--- config.mk ---
export PLATFORM = sky130hd
export DESIGN_NAME = param_reg_file
export DESIGN_NICKNAME = d
export VERILOG_FILES = /design/src/rtl/param_reg_file.sv
export SDC_FILE = /design/constraint.sdc
export NUM_CORES = 1
export LEC_CHECK = 0
export BUFFER_PORTS_ARGS = -buffer_cell sky130_fd_sc_hd__buf_2
export CORE_MARGIN = 1.5
export CORE_UTILIZATION = 45
export DETAILED_ROUTE_END_ITERATION = 6
export PLACE_DENSITY = 0.79
export SLEW_MARGIN = 0
export SYNTH_ARGS = -nofsm -noshare
export SYNTH_HDL_FRONTEND = slang
export SYNTH_SLANG_ARGS = --single-unit
--- constraint.sdc ---
create_clock -name i_clk -period 2.35 [get_ports i_clk]
set_input_delay 0.1175 -clock i_clk [delete_from_list [all_inputs] [get_ports i_clk]]
set_output_delay 0.1175 -clock i_clk [all_outputs]
set_load 0.05 [all_outputs]
--- src/rtl/param_reg_file.sv ---
// Two-read/one-write register file with SP, PC and RA special registers.
// Define REG_FILE_BYPASS_EN to forward same-cycle write data to reads.
module param_reg_file #(
  parameter int DATA_W = 8,
  parameter int ADDR_W = 3,
  parameter int WIDE_W = 16,
  parameter logic [WIDE_W-1:0] SP_INIT = 16'hFFFF
) (
  input  logic              i_clk,
  input  logic              i_rst,
  input  logic              i_rd_en,
  input  logic [ADDR_W-1:0] i_rd_addr1,
  input  logic [ADDR_W-1:0] i_rd_addr2,
  output logic [DATA_W-1:0] o_rd_data1,
  output logic [DATA_W-1:0] o_rd_data2,
  output logic              o_rd_valid,
  input  logic              i_wr_en,
  input  logic [ADDR_W-1:0] i_wr_addr,
  input  logic [DATA_W-1:0] i_wr_data,
  input  logic [1:0]        i_sp_op,
  input  logic [1:0]        i_pc_op,
  input  logic [WIDE_W-1:0] i_wide_data,
  output logic [WIDE_W-1:0] o_sp,
  output logic [WIDE_W-1:0] o_pc,
  output logic [WIDE_W-1:0] o_ra,
  output logic              o_wr_done
);

  localparam int DEPTH = 2 ** ADDR_W;

  logic [DATA_W-1:0] regs [DEPTH];
  logic [DATA_W-1:0] rd_next1;
  logic [DATA_W-1:0] rd_next2;
  logic              wr_hit;

  assign wr_hit = i_wr_en && (i_wr_addr != '0);

  always_comb begin
    rd_next1 = regs[i_rd_addr1];
    rd_next2 = regs[i_rd_addr2];
`ifdef REG_FILE_BYPASS_EN
    if (wr_hit && (i_wr_addr == i_rd_addr1))
      rd_next1 = i_wr_data;
    if (wr_hit && (i_wr_addr == i_rd_addr2))
      rd_next2 = i_wr_data;
`endif
    // Register 0 is hardwired to zero, bypass included.
    if (i_rd_addr1 == '0)
      rd_next1 = '0;
    if (i_rd_addr2 == '0)
      rd_next2 = '0;
  end

  always_ff @(posedge i_clk) begin
    if (i_rst) begin
      for (int i = 0; i < DEPTH; i++)
        regs[i] <= '0;
      o_rd_data1 <= '0;
      o_rd_data2 <= '0;
      o_rd_valid <= 1'b0;
      o_wr_done  <= 1'b0;
    end else begin
      if (wr_hit)
        regs[i_wr_addr] <= i_wr_data;
      if (i_rd_en) begin
        o_rd_data1 <= rd_next1;
        o_rd_data2 <= rd_next2;
      end
      o_rd_valid <= i_rd_en;
      o_wr_done  <= i_wr_en;
    end
  end

  always_ff @(posedge i_clk) begin
    if (i_rst) begin
      o_sp <= SP_INIT;
    end else begin
      unique case (i_sp_op)
        2'b01:   o_sp <= o_sp + WIDE_W'(1);
        2'b10:   o_sp <= o_sp - WIDE_W'(1);
        2'b11:   o_sp <= i_wide_data;
        default: o_sp <= o_sp;
      endcase
    end
  end

  always_ff @(posedge i_clk) begin
    if (i_rst) begin
      o_pc <= '0;
      o_ra <= '0;
    end else begin
      unique case (i_pc_op)
        2'b01: o_pc <= o_pc + WIDE_W'(1);
        2'b10: o_pc <= i_wide_data;
        2'b11: begin
          o_ra <= o_pc + WIDE_W'(1);
          o_pc <= i_wide_data;
        end
        default: o_pc <= o_pc;
      endcase
    end
  end

endmodule

* Yosys cells after proc, flatten, opt, wreduce, memory -nomap -nowiden
Memories as Yosys holds them, arrays and structs flattened. Cells that the tools add are included.
Word-level totals: flip-flop bits (word level) 66, RAM bits 64, input port bits 41, output and inout port bits 66, word-level logic and storage cells 37, memories kept 1
Memory list:
- regs | depth 8, bits a word 8, read ports 2, clocked after Yosys merged registers in 0, wr ports 8, RTL line 31 | logic [DATA_W-1:0] regs [DEPTH];
Cells by class: add/subtract/negate cells 3, equality and inequality tests 6, mux-type cells 12, reduce and logical (&&, ||, !) cells 8
Operators with widths (count):
- case mux 16 bit (3 select lines) | 1
- adder 16 x 1 -> 16 bit, second input constant | 2
- case mux 16 bit (2 select lines) | 1
- two-way mux 8 bit | 3
- subtractor 16 x 1 -> 16 bit, second input constant | 1
- == test 2 bit, second input constant | 4
- OR reduction 8 bit | 1
- zero test 3 bit | 2
- two-way mux 1 bit | 6
- nonzero test 3 bit | 2
- == test 2 x 1 -> 1 bit, second input constant | 2
- two-way mux 3 bit | 1
- nonzero test 2 bit | 1
- OR reduction 2 bit | 1
- logical AND 1 bit | 1

* Depth between registers and ports, before layout
depth in word-level cells 7, mapped depth 13, mapped depth without buffers 9

* Worst setup path before layout
No wires, ideal clock.
path type reg-to-reg, start point register o_sp[1], end point register o_sp[12], library setup time 119 ps, arrival time 2508 ps, data required time 2231 ps, slack -276 ps, stages on the path, launching flop included 10, buffers on the path 2, clock period less this slack 2626 ps, cell sequence dfxtp_1 -> clkbuf_1 -> xnor2_1 -> ha_1 -> clkbuf_1 -> nand2_1 -> a2111oi_0 -> mux2_1 -> nor2_1 -> o21ai_1
Between the ends: word-level cells in the longest chain between the ends 2, elaborated cells on any way between the ends 3, classes of those cells add/sub: 2; mux: 1
RTL lines:
- start, declared | RTL line 23 | output logic [WIDE_W-1:0] o_sp,
- start signal, assigned | RTL line 79 | 2'b01: o_sp <= o_sp + WIDE_W'(1);
- start signal, assigned | RTL line 80 | 2'b10: o_sp <= o_sp - WIDE_W'(1);
- start signal, assigned | RTL line 81 | 2'b11: o_sp <= i_wide_data;
- subtractor 16 x 1 -> 16 bit / adder 16 x 1 -> 16 bit (equally long branches) | RTL line 80, 79
- case mux 16 bit (3 select lines) * | RTL line 78 | unique case (i_sp_op)
Mark *: on every way between the ends. The rest lies on a longest branch, timed or not. A chain may end at the register's enable or synchronous reset.

* Worst setup path in the final report
start point register o_sp[10], end point register o_sp[15]
The elaborated chain is that of the path after synthesis.

==> summary.txt <==
RUN STATUS
----------------------------------------------------------------------------------------
Outcome                                                                     complete, but fails checks
Violations in the final reports                                             design-rule violations

STA
----------------------------------------------------------------------------------------
Worst hold slack after final layout                                           0.01825 ns
Hold violation total from the final report                                             0
Setup TNS                                                                           0 ns
Slew at the pin closest to its max-slew limit                                  0.8789 ns
Unrepaired setup endpoints after global routing                                       no
Portion of the clock cycle consumed by the worst path in the final layout         0.9578
Final count of negative-setup-slack endpoints                                          0
Final period demand of the worst path                                           2.251 ns
Final clock skew                                                              0.01163 ns
Slew headroom                                                                     0.4101
Slew Limit Fails                                                                       0
Maximum operating frequency                                                    444.3 MHz

CRITICAL PATH
----------------------------------------------------------------------------------------
Cell seen most often among critical-path stages                             sky130_fd_sc_hd__or4_4
Critical-path maximum fanout                                                          11
Largest stage delay, worst path                                                  0.55 ns
WP buf/inv                                                                             0
Crit path cell chain                                                        or4_4 > or4_4 > a211oi_2 > nor4_1 > a221o_1 > o311ai_1
Critical Path Slowest Stage Cell                                            sky130_fd_sc_hd__or4_4
Kind of critical path                                                       flip-flop to flip-flop
Kind of end point of the critical path                                         flip-flop
Kind of start point of the critical path                                       flip-flop
Worst path top cell family by delay                                         simple AND/OR/NAND/NOR gates
Data arrival time of the worst path                                              2.58 ns
Crit path required time                                                          2.67 ns

GLOBAL ROUTE
----------------------------------------------------------------------------------------
Number of global-route vias before repair                                           5358
Pin count of the biggest net entering global routing                                  55
Overall overflow remaining after global route                                          0
Wire length of the first global-routing pass                                    28.81 mm
Number of antenna violations at the first check in global routing                      0
GRT Resource Usage Total                                                          0.2316

FLOORPLAN
----------------------------------------------------------------------------------------
Die footprint                                                                  15860 µm²
Overall die width                                                               125.9 µm
Initial Util                                                                      0.4645
Boundary Pins                                                                        107
Core footprint                                                                 14640 µm²
Die outline height                                                              125.9 µm
Row count                                                                             44

SYNTH
----------------------------------------------------------------------------------------
Syn nets                                                                             742
Xor-xnor portion of the synthesized cell area                                    0.03863
Main synth FF type                                                          sky130_fd_sc_hd__dfxtp_1
Area share of the largest cell type after synthesis                               0.2472
Post-Synth Adder-Cell Area                                                      0.003679
Share of synthesized area spent on multiplexers                                   0.1249
Post-synth top area cell                                                    sky130_fd_sc_hd__edfxtp_1
Netlist area before placement                                                   6802 µm²
Synth Area per Inst                                                            9.730 µm²
Synthesized-area fraction occupied by ao, oa, aoi and oai cells                   0.1321
Sequential area share after synthesis                                             0.4415
Register bit count reported by yosys                                                 122
Most area-consuming cells after synthesis                                   sky130_fd_sc_hd__edfxtp_1 (25%), sky130_fd_sc_hd__dfxtp_1 (19%), sky130_fd_sc_hd__and2_1 (5.7%)
Post-synthesis async set-or-reset flop share                                           0
Number of distinct standard cells referenced by the synthesized netlist               74
Yosys warning count                                                                    0
Number of enable-type register cells in the synthesized netlist                       56
Cell count after synthesis                                                           699
Area share of and/or/nand/nor cells after synthesis                               0.2099
Dominant combinational cell family by area after synthesis                  simple AND/OR/NAND/NOR gates

CLOCK NETWORK
----------------------------------------------------------------------------------------
Clock Pin Slew Worst Setup and Hold Paths                                        0.06 ns
Clock sinks                                                                          122
Setup Buffers After CTS                                                                0
Clock root cell                                                             sky130_fd_sc_hd__clkbuf_16
CTS H-Tree Depth                                                                       4
CTS tree                                                                            done
Insertion delay of the later-clocked pin in the worst-skew pair                  0.42 ns
Cts bufs inserted                                                                     17
Max Buffers Root-to-Sink                                                               2

ROUTING
----------------------------------------------------------------------------------------
DRC violations left                                                                   11
Detailed-route wire length                                                      18.00 mm
Via count                                                                           5790
WL/cell                                                                         18.07 µm
Ratio of routed vias to standard cells                                             5.813
Iter 0 DRT Violations                                                                664
First drt pass iteration count                                                         7
Antenna Nets Post-Route                                                                0

PLACEMENT
----------------------------------------------------------------------------------------
Final RePlAce weighted congestion                                                 0.9559
Placed cell count                                                                    951
Number of buffer cells added on primary ports                                        106
Sum of net half-perimeters after detailed placement                             12.61 mm

FLOW RUN
----------------------------------------------------------------------------------------
Max-cap violation count                                                                0

MIN PATH
----------------------------------------------------------------------------------------
Hold Path Class                                                             primary input to flip-flop

PWR
----------------------------------------------------------------------------------------
IR drop worst, VDD                                                              586.9 µV
Post-layout total power                                                         6.149 mW
Static leakage power                                                            3.131 nW
Power per Cell Area                                                         760.1 nW/µm²

FINISH
----------------------------------------------------------------------------------------
Area overhead of the layout relative to synthesis                                 18.93%
Number of antenna cells inserted                                                       0
Share of post-route cells with drive strength above 1                             0.2365
Number of non-filler instances in the completed layout                               996
Fin nets                                                                             842
Number of inserted filler cells in the final layout                                 1271

[power breakdown]
part           internal [mW]  switching [mW]  leakage (nW)
registers               2.37           0.154          1.08
logic                  0.410           0.779          1.79
clock network           1.45           0.988         0.259
[registers in the layout, summed over array words and instances (netlist names)]
| register | flops |
|---|---|
| o_ra | 16 |
| o_rd_data2 | 8 |
| o_rd_data1 | 8 |
| regs | 56 |
| o_wr_done | 1 |
| o_sp | 16 |
| o_rd_valid | 1 |
| o_pc | 16 |
[routing by layer]
metal  track usage  part of all wire
met2        0.3510              0.44
met4       0.08519             0.026
met1        0.3217              0.45
met3       0.05820             0.078
met5             0                 0
[cells in the mapped netlist (all sizes together) (3+ instances only)]
master	count
a211oi	16
a21oi	27
a221o	6
a22oi	13
a31oi	9
and2	63
and4	3
buf	15
clkbuf	42
dfxtp	66
edfxtp	56
inv	5
mux2	21
mux2i	23
mux4	17
nand2	69
nand2b	5
nand3	16
nand4	12
nor2	78
nor2b	6
nor3	14
nor4	3
o21ai	43
o221ai	3
o22ai	4
or4	4
xnor2	16
xor2	14
[repair_timing]
action	4_1_cts	5_1_grt
hold buffers	13	0
setup endpoints to repair	0	1
hold endpoints to repair	15	0
resized for setup	0	1
[final cells by class]
class | count | area (µm²) | area share
inverters | 5 | 21.27 | 0.002630
multi-input cells | 514 | 3468 | 0.4288
well taps | 184 | 230.2 | 0.02846
clock buffers | 17 | 425.4 | 0.05259
flip-flops and latches | 122 | 3008 | 0.3718
repair buffers | 139 | 810.8 | 0.1002
clock inverters | 15 | 125.1 | 0.01547
[path summary, 6_finish.rpt]
check,slack [ns],start,end,cells past startpoint
worst min-delay path,0.02,i_wide_data[2],o_sp[2],2
worst max register to register,0.1,o_sp[10],o_sp[15],6
worst min register to register,0.49,o_ra[6],o_ra[6],2
worst max-delay path,0.1,o_sp[10],o_sp[15],6
[logic make-up (layout without fill, tap and decap cells)]
family / after synthesis / after routing
buf+inv: 63 / 176
flops: 122 / 122
fa+ha+maj: 2 / 2
simple gates: 282 / 282
compound gates: 139 / 139
xor+xnor: 30 / 30
mux: 61 / 61
[layout by cell type, fill, tap and decap left out, types with 3 or more instances in the layout]
master and count:
sky130_fd_sc_hd__o22ai_1 4, sky130_fd_sc_hd__nand3_1 16, sky130_fd_sc_hd__buf_4 20, sky130_fd_sc_hd__xor2_1 14
sky130_fd_sc_hd__a211oi_1 14, sky130_fd_sc_hd__clkinvlp_4 4, sky130_fd_sc_hd__clkinv_1 3, sky130_fd_sc_hd__nor2b_1 5
sky130_fd_sc_hd__inv_1 3, sky130_fd_sc_hd__nand4_1 12, sky130_fd_sc_hd__nor2_1 78, sky130_fd_sc_hd__mux2i_1 23
sky130_fd_sc_hd__dfxtp_1 62, sky130_fd_sc_hd__mux2_1 20, sky130_fd_sc_hd__nor3_1 13, sky130_fd_sc_hd__o21ai_1 38
sky130_fd_sc_hd__a21oi_1 27, sky130_fd_sc_hd__a31oi_1 9, sky130_fd_sc_hd__mux4_2 17, sky130_fd_sc_hd__o21ai_0 5
sky130_fd_sc_hd__dfxtp_2 4, sky130_fd_sc_hd__and2_1 62, sky130_fd_sc_hd__o221ai_1 3, sky130_fd_sc_hd__nand2_1 68
sky130_fd_sc_hd__edfxtp_1 56, sky130_fd_sc_hd__nand2b_1 4, sky130_fd_sc_hd__buf_2 106, sky130_fd_sc_hd__xnor2_1 16
sky130_fd_sc_hd__a221o_1 5, sky130_fd_sc_hd__clkbuf_16 17, sky130_fd_sc_hd__dlygate4sd3_1 13, sky130_fd_sc_hd__a22oi_1 13
sky130_fd_sc_hd__inv_6 3
[per-stage QoR]
| stage | util | worst slack, ns | area (µm²) |
|---|---|---|---|
| floorplan | - | 0.03015 | 6810 |
| global placement | 0.5056 | 0.1927 | 7403 |
| detailed placement | 0.5056 | 0.1370 | 7403 |
| finish | 0.5524 | 0.09927 | 8089 |
| global route | 0.5524 | 0.02520 | 8089 |
| CTS | 0.5520 | 0.1223 | 8084 |
Power figures use the tool's default switching activity.
